$ cat src/rtl/i2c_burst_writer_if.sv
// Byte stream between the display sequencer (master) and the burst writer (slave).
interface i2c_burst_writer_if;
  logic [7:0] data_i;
  logic       data_valid_i;
  logic       data_ready_o;

  modport master (
    output data_i,
    output data_valid_i,
    input  data_ready_o
  );

  modport slave (
    input  data_i,
    input  data_valid_i,
    output data_ready_o
  );
endinterface

$ cat src/rtl/i2c_burst_writer.sv
// Write-only I2C master: START, address+W, 0..MAX_BYTES streamed data bytes with ACK checks, STOP.
module i2c_burst_writer #(
  parameter int unsigned QTR_DIV   = 25,
  parameter int unsigned MAX_BYTES = 16,
  parameter int unsigned LEN_W     = $clog2(MAX_BYTES + 1),
  parameter bit          ACK_CHECK = 1'b1
) (
  input  logic                 clk_i,
  input  logic                 porb_i,
  input  logic                 sync_reset_i,
  input  logic                 start_i,
  input  logic [6:0]           dev_addr_i,
  input  logic [LEN_W-1:0]     len_i,
  i2c_burst_writer_if.slave    stream,
  output logic                 busy_o,
  output logic                 done_o,
  output logic                 nack_o,
  output logic                 sda_out,
  input  logic                 sda_in,
  output logic                 sda_out_en,
  output logic                 seg_scl_o
);

  localparam int unsigned      CW      = (QTR_DIV > 1) ? $clog2(QTR_DIV) : 1;
  localparam logic [CW-1:0]    CntLast = CW'(QTR_DIV - 1);
  localparam logic [LEN_W-1:0] MaxLen  = LEN_W'(MAX_BYTES);

  typedef enum logic [2:0] {
    StIdle, StStart, StAddr, StAack, StFetch, StData, StDack, StStop
  } state_e;

  state_e           state_q, state_d;
  logic [CW-1:0]    cnt_q, cnt_d;
  logic [1:0]       qtr_q, qtr_d;
  logic [2:0]       bit_q, bit_d;
  logic [7:0]       sr_q, sr_d;
  logic [LEN_W-1:0] left_q, left_d;
  logic             abort_q, abort_d;
  logic             done_q, done_d;
  logic             nack_q, nack_d;

  logic tick, bit_end, handshake;

  assign tick      = (cnt_q == CntLast);
  assign bit_end   = tick && (qtr_q == 2'd3);
  assign handshake = stream.data_ready_o && stream.data_valid_i;

  assign busy_o = (state_q != StIdle);
  assign done_o = done_q;
  assign nack_o = nack_q;

  // State and datapath registers; both resets return the bus to idle without a STOP.
  always_ff @(posedge clk_i or negedge porb_i) begin
    if (!porb_i) begin
      state_q <= StIdle;
      cnt_q   <= '0;
      qtr_q   <= '0;
      bit_q   <= '0;
      sr_q    <= '0;
      left_q  <= '0;
      abort_q <= 1'b0;
      done_q  <= 1'b0;
      nack_q  <= 1'b0;
    end else if (sync_reset_i) begin
      state_q <= StIdle;
      cnt_q   <= '0;
      qtr_q   <= '0;
      bit_q   <= '0;
      sr_q    <= '0;
      left_q  <= '0;
      abort_q <= 1'b0;
      done_q  <= 1'b0;
      nack_q  <= 1'b0;
    end else begin
      state_q <= state_d;
      cnt_q   <= cnt_d;
      qtr_q   <= qtr_d;
      bit_q   <= bit_d;
      sr_q    <= sr_d;
      left_q  <= left_d;
      abort_q <= abort_d;
      done_q  <= done_d;
      nack_q  <= nack_d;
    end
  end

  // Next-state: quarter timing, bit sequencing, ACK evaluation and byte fetch.
  always_comb begin
    state_d = state_q;
    cnt_d   = cnt_q;
    qtr_d   = qtr_q;
    bit_d   = bit_q;
    sr_d    = sr_q;
    left_d  = left_q;
    abort_d = abort_q;
    done_d  = 1'b0;
    nack_d  = nack_q;

    // Quarter timer runs whenever busy, except while waiting for a byte.
    if (state_q != StIdle && state_q != StFetch) begin
      cnt_d = tick ? '0 : cnt_q + 1'b1;
      if (tick) qtr_d = qtr_q + 2'd1;
    end

    unique case (state_q)
      StIdle: begin
        if (start_i) begin
          state_d = StStart;
          cnt_d   = '0;
          qtr_d   = '0;
          bit_d   = 3'd7;
          sr_d    = {dev_addr_i, 1'b0};
          left_d  = (len_i > MaxLen) ? MaxLen : len_i;
          abort_d = 1'b0;
          nack_d  = 1'b0;
        end
      end
      StStart: begin
        if (bit_end) state_d = StAddr;
      end
      StAddr, StData: begin
        if (bit_end) begin
          sr_d  = {sr_q[6:0], 1'b0};
          bit_d = bit_q - 3'd1;
          if (bit_q == 3'd0) state_d = (state_q == StAddr) ? StAack : StDack;
        end
      end
      StAack, StDack: begin
        if (tick && (qtr_q == 2'd2) && sda_in && ACK_CHECK) abort_d = 1'b1;
        if (bit_end) begin
          if (abort_q || (left_q == '0)) begin
            state_d = StStop;
          end else if (handshake) begin
            state_d = StData;
            sr_d    = stream.data_i;
            left_d  = left_q - 1'b1;
            bit_d   = 3'd7;
          end else begin
            state_d = StFetch;
          end
        end
      end
      StFetch: begin
        if (handshake) begin
          state_d = StData;
          sr_d    = stream.data_i;
          left_d  = left_q - 1'b1;
          bit_d   = 3'd7;
        end
      end
      StStop: begin
        if (bit_end) begin
          state_d = StIdle;
          done_d  = 1'b1;
          nack_d  = abort_q;
        end
      end
      default: state_d = StIdle;
    endcase
  end

  // Pad and stream outputs decoded from state and quarter index.
  always_comb begin
    seg_scl_o           = 1'b1;
    sda_out             = 1'b1;
    sda_out_en          = 1'b0;
    stream.data_ready_o = 1'b0;
    unique case (state_q)
      StIdle: begin
      end
      StStart: begin
        sda_out_en = 1'b1;
        sda_out    = (qtr_q == 2'd0);
        seg_scl_o  = (qtr_q != 2'd3);
      end
      StAddr, StData: begin
        sda_out_en = 1'b1;
        sda_out    = sr_q[7];
        seg_scl_o  = qtr_q[1];
      end
      StAack, StDack: begin
        seg_scl_o = qtr_q[1];
        // Offer the fetch on the final cycle of the ACK bit so an available byte costs no time.
        stream.data_ready_o = bit_end && !abort_q && (left_q != '0);
      end
      StFetch: begin
        seg_scl_o           = 1'b0;
        stream.data_ready_o = 1'b1;
      end
      StStop: begin
        sda_out_en = (qtr_q != 2'd3);
        sda_out    = 1'b0;
        seg_scl_o  = qtr_q[1];
      end
      default: begin
      end
    endcase
  end

endmodule
$ cat src/flat_wrapper.sv
// flat-port wrapper written by rule: the top's interface ports become plain ports
module i2c_burst_writer_flat 
#(
  parameter int unsigned QTR_DIV   = 25,
  parameter int unsigned MAX_BYTES = 16,
  parameter int unsigned LEN_W     = $clog2(MAX_BYTES + 1),
  parameter bit          ACK_CHECK = 1'b1
)
  (clk_i, porb_i, sync_reset_i, start_i, dev_addr_i, len_i, busy_o, done_o, nack_o, sda_out, sda_in, sda_out_en, seg_scl_o, stream_data_i, stream_data_valid_i, stream_data_ready_o);
  i2c_burst_writer_if stream_i ();
  input  logic clk_i;
  input  logic porb_i;
  input  logic sync_reset_i;
  input  logic start_i;
  input  logic [6:0] dev_addr_i;
  input  logic [LEN_W-1:0] len_i;
  output logic busy_o;
  output logic done_o;
  output logic nack_o;
  output logic sda_out;
  input  logic sda_in;
  output logic sda_out_en;
  output logic seg_scl_o;
  input wire logic [$bits(stream_i.data_i)-1:0] stream_data_i;
  input wire logic [$bits(stream_i.data_valid_i)-1:0] stream_data_valid_i;
  output wire logic [$bits(stream_i.data_ready_o)-1:0] stream_data_ready_o;
  assign stream_i.data_i = stream_data_i;
  assign stream_i.data_valid_i = stream_data_valid_i;
  assign stream_data_ready_o = stream_i.data_ready_o;
  i2c_burst_writer #(.QTR_DIV(QTR_DIV), .MAX_BYTES(MAX_BYTES), .LEN_W(LEN_W), .ACK_CHECK(ACK_CHECK)) u_core (.clk_i(clk_i), .porb_i(porb_i), .sync_reset_i(sync_reset_i), .start_i(start_i), .dev_addr_i(dev_addr_i), .len_i(len_i), .stream(stream_i), .busy_o(busy_o), .done_o(done_o), .nack_o(nack_o), .sda_out(sda_out), .sda_in(sda_in), .sda_out_en(sda_out_en), .seg_scl_o(seg_scl_o));
endmodule
$ cat config.mk
export PLATFORM = sky130hd
export DESIGN_NAME = i2c_burst_writer_flat
export DESIGN_NICKNAME = d
export VERILOG_FILES = /design/src/rtl/i2c_burst_writer_if.sv /design/src/rtl/i2c_burst_writer.sv /design/src/flat_wrapper.sv
export SDC_FILE = /design/constraint.sdc
export NUM_CORES = 1
export LEC_CHECK = 0
export CAP_MARGIN = 20
export CORE_ASPECT_RATIO = 1.75
export CORE_UTILIZATION = 59
export CTS_CLUSTER_DIAMETER = 80
export DETAILED_ROUTE_END_ITERATION = 12
export HOLD_SLACK_MARGIN = 0.1
export PLACE_DENSITY = 0.86
export SYNTH_ARGS = -nofsm -noshare
export SYNTH_HDL_FRONTEND = slang
export SYNTH_SLANG_ARGS = --single-unit
$ cat constraint.sdc
create_clock -name clk_i -period 4.2 [get_ports clk_i]
set_clock_uncertainty 0.05 [all_clocks]
set_input_delay 0.63 -clock clk_i [delete_from_list [all_inputs] [get_ports clk_i]]
set_output_delay 0.63 -clock clk_i [all_outputs]
set_load 0.1 [all_outputs]
==> results of run 1 <==
==> worst max path at each step <==
stage | from | end | slack (ns) | depth (start not counted)
4_1_cts | u_core.state_q[2] | sda_out_en | 1.27 | 5
3_3_place_gp | sync_reset_i | u_core.bit_q[2] | 1.39 | 6
3_5_place_dp | sync_reset_i | u_core.bit_q[2] | 1.37 | 6
6_report | u_core.state_q[2] | sda_out_en | 1.23 | 5
2_1_floorplan | u_core.cnt_q[0] | stream_data_ready_o | 0.15 | 6
5_1_grt | u_core.state_q[2] | sda_out_en | 1.08 | 5
==> critical path: cells and delay by family, from the launching register on <==
family | cells | cell delay [ns]
buffers and inverters | 2 | 0.60
DFF | 1 | 0.98
and+or+nand+nor | 1 | 0.07
AOI/OAI and AO/OA | 2 | 0.36
==> kinds of logic after synthesis <==
logic type,count (synthesis)
adder cells (fa/ha/maj),10
XOR/XNOR,10
AO/OA/AOI/OAI,72
flip-flops,29
buffers and inverters,32
multiplexers,21
AND/OR/NAND/NOR,67
==> flip-flops by register name (all words and copies together), names as in the netlist <==
signal          count
u_core.abort_q      1
u_core.bit_q        3
u_core.cnt_q        5
u_core.done_o       1
u_core.left_q       5
u_core.nack_o       1
u_core.qtr_q        2
u_core.sr_q         8
u_core.state_q      3
==> cells in the final DEF, fill, tap and decap left out, types with 6 or more instances in the layout <==
cell type,Yosys,routed
dfrtp_1,29,29
mux2i_1,8,8
nor3_1,8,8
mux2_4,9,9
nor2_1,17,17
o22ai_1,6,6
a21oi_1,26,26
inv_1,15,15
clkbuf_8,0,7
ha_1,9,9
nand3_1,6,6
buf_4,1,9
o21ai_0,11,11
clkdlybuf4s50_1,0,27
nand2_1,13,13
o22a_1,6,6
==> where the power goes <==
group          leakage (nW)  switching (mW)  total (mW)  internal (mW)
Clock                0.0542           0.109       0.257          0.148
Combinational         0.689           0.136       0.253          0.117
Sequential            0.385          0.0244       0.327          0.302
==> area by class of cell <==
class	instances	area [sq um]	share of cell area, %
clock buffers	7	96.3	3.67
clock inverters	1	5.00	0.191
well taps	46	57.6	2.19
flip-flops and latches	29	726	27.6
inverters	15	56.3	2.14
multi-input cells	180	1350	51.3
repair buffers	36	338	12.9
==> layer usage <==
layer	up-vias	track usage, %	wire length, um	share of wire (%)
li1	922	-	-	-
met1	973	29.5	2040	40
met2	51	47.9	2780	54
met3	10	4.40	198	3.9
met4	0	13.1	106	2.1
met5	-	0	0	0
==> flow_metrics.tcl, run 1 <==
set metrics [dict create \
    rsz0062_at_grt "false" \
    worst_pin_slew_ns 0.983 \
    clk_latency_ns 0.28 \
    yosysSeqAreaShare_pct 32.6 \
    hp-start "u_core.bit_q[2]" \
    cap_violations 0 \
    fill_cells 298 \
    synth_top_family_by_area "compound AO/OA/AOI/OAI gates" \
    grt_pass1_wl_um 8380 \
    clkSlewWorstSetupHoldPaths_ns 0.06 \
    hp-class "flip-flop to flip-flop" \
    place_inst 306 \
    ioPinCount 33 \
    drt_iter0_drc 75 \
    r2r_setup_slack_ns 1.54 \
    min_to "u_core.bit_q[2]" \
    wl_um 5120 \
    synthFlopType "dfrtp_1" \
    antenna_found_initial 0 \
    synth_edf_count 0 \
    fmax_ghz 0.337 \
    slowest_stage "dfrtp_1" \
    status "finished clean" \
    post-route-util_pct 72.4 \
    start_kind "flip-flop" \
    stdcell_area_sq_um 2630 \
    cts_buffer_depth 2 \
    vias_per_cell 6.23 \
    synth.distinct_cells 54 \
    mappedNetlistArea_sq_um 2230 \
    synth_mux_area_share_pct 11.7 \
    post_drt_wl_per_cell_um 16.3 \
    cts_max_level 2 \
    num-nets-final 302 \
    place_area_sq_um 2520 \
    rows 29 \
    cp.arrival_ns 2.29 \
    slew_viol_final 0 \
    core-area_sq_um 3630 \
    synth.avg_cell_area_sq_um 9.24 \
    yosysWarnings 0 \
    grt_overflow 0 \
    dr_total_vias 1956 \
    slowest_delay_ns 0.98 \
    initial_core_util_pct 61.3 \
    setup_tns_ns 0 \
    cp.required_ns 3.52 \
    synth_top_area_share_pct 32.6 \
    cts_hold_buffers 0 \
    grt_pass1_vias 1908 \
    dp_hpwl_um 3640 \
    drcViolationCount 0 \
    synthAdderAreaFrac_pct 5.51 \
    setup_slack_ns 1.23 \
    relSlewSlack_pct 34.4 \
    ys_seq_elements 29 \
    critPathMaxFanout 28 \
    cts.sinks 29 \
    ant_nets 0 \
    cts_tree "done" \
    r2r-end "u_core.sr_q[0]" \
    grt_max_degree 30 \
    synth-xor-area-share_pct 3.93 \
    cts_root_buf "clkbuf_8" \
    worstRegToRegCells 6 \
    post_cts_buffers 0 \
    synthTopCellsByArea "dfrtp_1 (33%), mux2_4 (6.1%), a21oi_1 (5.8%)" \
    finalHoldViolCount 0 \
    yosys-top-cells-count "dfrtp_1 (29), a21oi_1 (26), nor2_1 (17), inv_1 (15), nand2_1 (13)" \
    diodes 0 \
    dieArea_sq_um 4030 \
    synth_top_area_cell "dfrtp_1" \
    fin_crit_ns 2.97 \
    worst_path_most_repeated_cell "o21ai_0" \
    ys_async_sr_fraction_pct 100 \
    timing.setup.critical_path_class "flip-flop to output pin" \
    synth_fp_nets 276 \
    final_layout_size_suffix_gt1_share_pct 16.8 \
    numCtsBuffers 5 \
    pre_cts_slack_ns 1.37 \
    holdWs_ns 0.463 \
    syn_inst 241 \
    hold_path_depth 1 \
    power_density_nw_per_um2 318 \
    synth-compound-area-share_pct 22.1 \
    r2r_start "u_core.state_q[1]" \
    io_buffers 32 \
    cts_resized 0 \
    p_leak_nw 1.13 \
    grt_usage_pct 26.6 \
    synthSimpleGateAreaFrac_pct 17.3 \
    drt-pass1-iter-count 4 \
    setup_viol 0 \
    end_kind "output pin" \
    total_power_mw 0.836 \
    worstPathCellList "inv_1 -> o21ai_0 -> nand2_1 -> o21ai_0 -> buf_4" \
    yosysMostFrequentCell "dfrtp_1" \
    ir_worst_vdd_mv 0.282 \
    die_y_um 83.3 \
    final_cells 314 \
    final.period_utilization_pct 70.7 \
    area_growth_pct 18.0 \
    place_congestion 0.783 \
    die_x_um 48.4 \
]
(Power assumes the default switching activity.)
==> run 2: changes to the inputs <==
--- a/config.mk
+++ b/config.mk
@@ -7,11 +7,11 @@
 export LEC_CHECK = 0
 export CAP_MARGIN = 20
 export CORE_ASPECT_RATIO = 1.75
-export CORE_UTILIZATION = 59
+export CORE_UTILIZATION = 49
 export CTS_CLUSTER_DIAMETER = 80
 export DETAILED_ROUTE_END_ITERATION = 12
 export HOLD_SLACK_MARGIN = 0.1
-export PLACE_DENSITY = 0.86
+export PLACE_DENSITY = 0.76
 export SYNTH_ARGS = -nofsm -noshare
 export SYNTH_HDL_FRONTEND = slang
 export SYNTH_SLANG_ARGS = --single-unit
==> constraint.sdc (replaced) <==
create_clock -name clk_i -period 2.54 [get_ports clk_i]
set_clock_uncertainty 0.05 [all_clocks]
set_input_delay 0.381 -clock clk_i [delete_from_list [all_inputs] [get_ports clk_i]]
set_output_delay 0.381 -clock clk_i [all_outputs]
set_load 0.1 [all_outputs]
==> run 2 against run 1 <==
Wire length is 0.23% higher. Count of clock-buffer cells in the layout is the same. Largest cell class unchanged. Global-route usage shrank 2.6 points. Non-clock buffer count up 9.
==> flow_metrics.tcl, run 2 (synthesis results as in run 1) <==
set metrics [dict create \
    grt_max_degree 30 \
    cts_resized 0 \
    cp.required_ns 2.11 \
    crit_buf_inv 2 \
    diodes 0 \
    die_x_um 53.0 \
    rows 32 \
    cap_violations 0 \
    route.met2.wl_um 2800 \
    cts_buffer_depth 2 \
    grt_pass1_vias 1897 \
    cts.sinks 29 \
    vias_per_cell 6.03 \
    grt_overflow 0 \
    cts_hold_buffers 0 \
    wl_um 5130 \
    io_buffers 32 \
    die_y_um 91.2 \
    slowest_delay_ns 0.38 \
    post_drt_wl_per_cell_um 15.7 \
    p_leak_nw 1.20 \
    drt_iter0_drc 24 \
    cp.depth 6 \
    dr_total_vias 1971 \
    timing.setup.critical_path_class "flip-flop to output pin" \
    r2r-end "u_core.bit_q[2]" \
    num-nets-final 311 \
    finalHoldViolCount 0 \
    largest-register "u_core.sr_q" \
    cts_tree "done" \
    total_power_mw 1.38 \
    comb_power_share_pct 34.1 \
    slew_viol_final 0 \
    post_cts_buffers 0 \
    rsz0062_at_grt "false" \
    layout_common_cells "dfrtp_1 (29), a21oi_1 (25), clkdlybuf4s50_1 (25)" \
    final.period_utilization_pct 97.4 \
    layout_commonest_cell "dfrtp_1" \
    r2r_start "u_core.cnt_q[0]" \
    drcViolationCount 0 \
    place_inst 320 \
    largestRegisters "u_core.sr_q: 8 flops, u_core.cnt_q: 5 flops, u_core.left_q: 5 flops" \
    core-area_sq_um 4360 \
    clk_latency_ns 0.28 \
    m1WireLength_um 2060 \
    cts_max_level 2 \
    top_layer "met4" \
    ant_nets 0 \
    worstRegToRegCells 8 \
    drt-pass1-iter-count 5 \
    cts_root_buf "clkbuf_8" \
    largest_register_ff_count 8 \
    dr_wl_met3_um 194 \
    seq_power_share_pct 38.1 \
    fin_crit_ns 2.47 \
    place_congestion 0.899 \
    clkSlewWorstSetupHoldPaths_ns 0.06 \
    numCtsBuffers 5 \
    intPower_mw 0.940 \
    initial_core_util_pct 51.0 \
    cp_top_family "compound AO/OA/AOI/OAI gates" \
    dp_hpwl_um 3740 \
    worstPathCellList "inv_1 -> ha_1 -> a31oi_2 -> a21boi_0 -> o31ai_2 -> buf_12" \
    hp-class "primary input to asynchronous set/reset pin" \
    grt_usage_pct 24.0 \
    area_growth_pct 24.5 \
    setup_tns_ns 0 \
    power_switching_share_pct 32.1 \
    setup_viol 0 \
    fmax_ghz 0.404 \
    cp.arrival_ns 2.04 \
    final_layout_size_suffix_gt1_share_pct 21.0 \
    ioPinCount 33 \
    p_clk_share_pct 27.8 \
    antenna_found_initial 0 \
    grt_pass1_wl_um 8670 \
    dieArea_sq_um 4830 \
    end_kind "output pin" \
    r2r_setup_slack_ns 0.26 \
    power_density_nw_per_um2 500 \
    ir_worst_vdd_mv 0.403 \
    status "finished clean" \
    critPathMaxFanout 6 \
    relSlewSlack_pct 63.5 \
    final_cells 327 \
    p_switching_mw 0.444 \
    start_kind "flip-flop" \
    slowest_stage "dfrtp_1" \
    worst_pin_slew_ns 0.547 \
]
==> run 2: cell types whose count changed in the layout (fill, tap and decap cells not counted) <==
| cell | delta |
|---|---|
| a21oi_1 | -1 |
| a21oi_2 | +1 |
| buf_12 | +6 |
| buf_4 | +5 |
| clkbuf_1 | +1 |
| clkbuf_8 | -1 |
| clkdlybuf4s50_1 | -2 |
| clkinv_2 | -1 |
| o21ai_0 | -2 |
| o21ai_2 | +2 |
| o31ai_1 | -1 |
| o31ai_2 | +1 |
==> run 2: layer usage <==
metal / up-vias / track usage, %
met5: - / 0
met4: 0 / 10.7
met3: 7 / 3.52
met2: 55 / 40.6
met1: 976 / 28.8
li1: 933 / -
==> run 2: worst max path at each step <==
stage	start	end	slack [ns]
floorplan	u_core.cnt_q[0]	stream_data_ready_o	-0.40
global placement	sync_reset_i	u_core.bit_q[2]	0.23
detailed placement	sync_reset_i	u_core.bit_q[2]	0.22
CTS	u_core.cnt_q[0]	stream_data_ready_o	0.08
global route	u_core.left_q[0]	stream_data_ready_o	0.009
finish	u_core.left_q[0]	stream_data_ready_o	0.07
==> run 2: worst register-to-register path, delay by kind of cell (launching register included) <==
family                   cells  cell delay, ns
buffers and inverters        2            0.28
multiplexers                 1            0.34
adder cells (fa/ha/maj)      1            0.17
flip-flops                   1            0.40
AO/OA/AOI/OAI                1            0.14
AND/OR/NAND/NOR              3            0.80
==> run 2: power by group through the flow <==
stage	registers, mW	logic (mW)	clock network, mW
floorplan	0.530	0.323	0
global placement	0.534	0.460	0
detailed placement	0.534	0.469	0
CTS	0.527	0.472	0.391
global route	0.532	0.506	0.412
finish	0.528	0.472	0.385
==> run 2: layout make-up <==
cell class                 instances  area, sq um
clock buffer                       7         86.3
fill                             373         1590
timing repair buffer              45          475
multi-input combinational        180         1360
sequential                        29          726
tap                               51         63.8
inverter                          15         56.3
==> run 2: through the flow <==
stage          cell area [sq um]  worst slack, ns  util (%)  hold slack, ns
6_report                    2770           0.0653      63.5           0.438
4_1_cts                     2770           0.0772      63.5           0.451
2_1_floorplan               2240           -0.400         -          0.0354
3_5_place_dp                2690            0.221      61.5           0.442
5_1_grt                     2770          0.00903      63.5           0.481
3_3_place_gp                2690            0.230      61.5           0.442
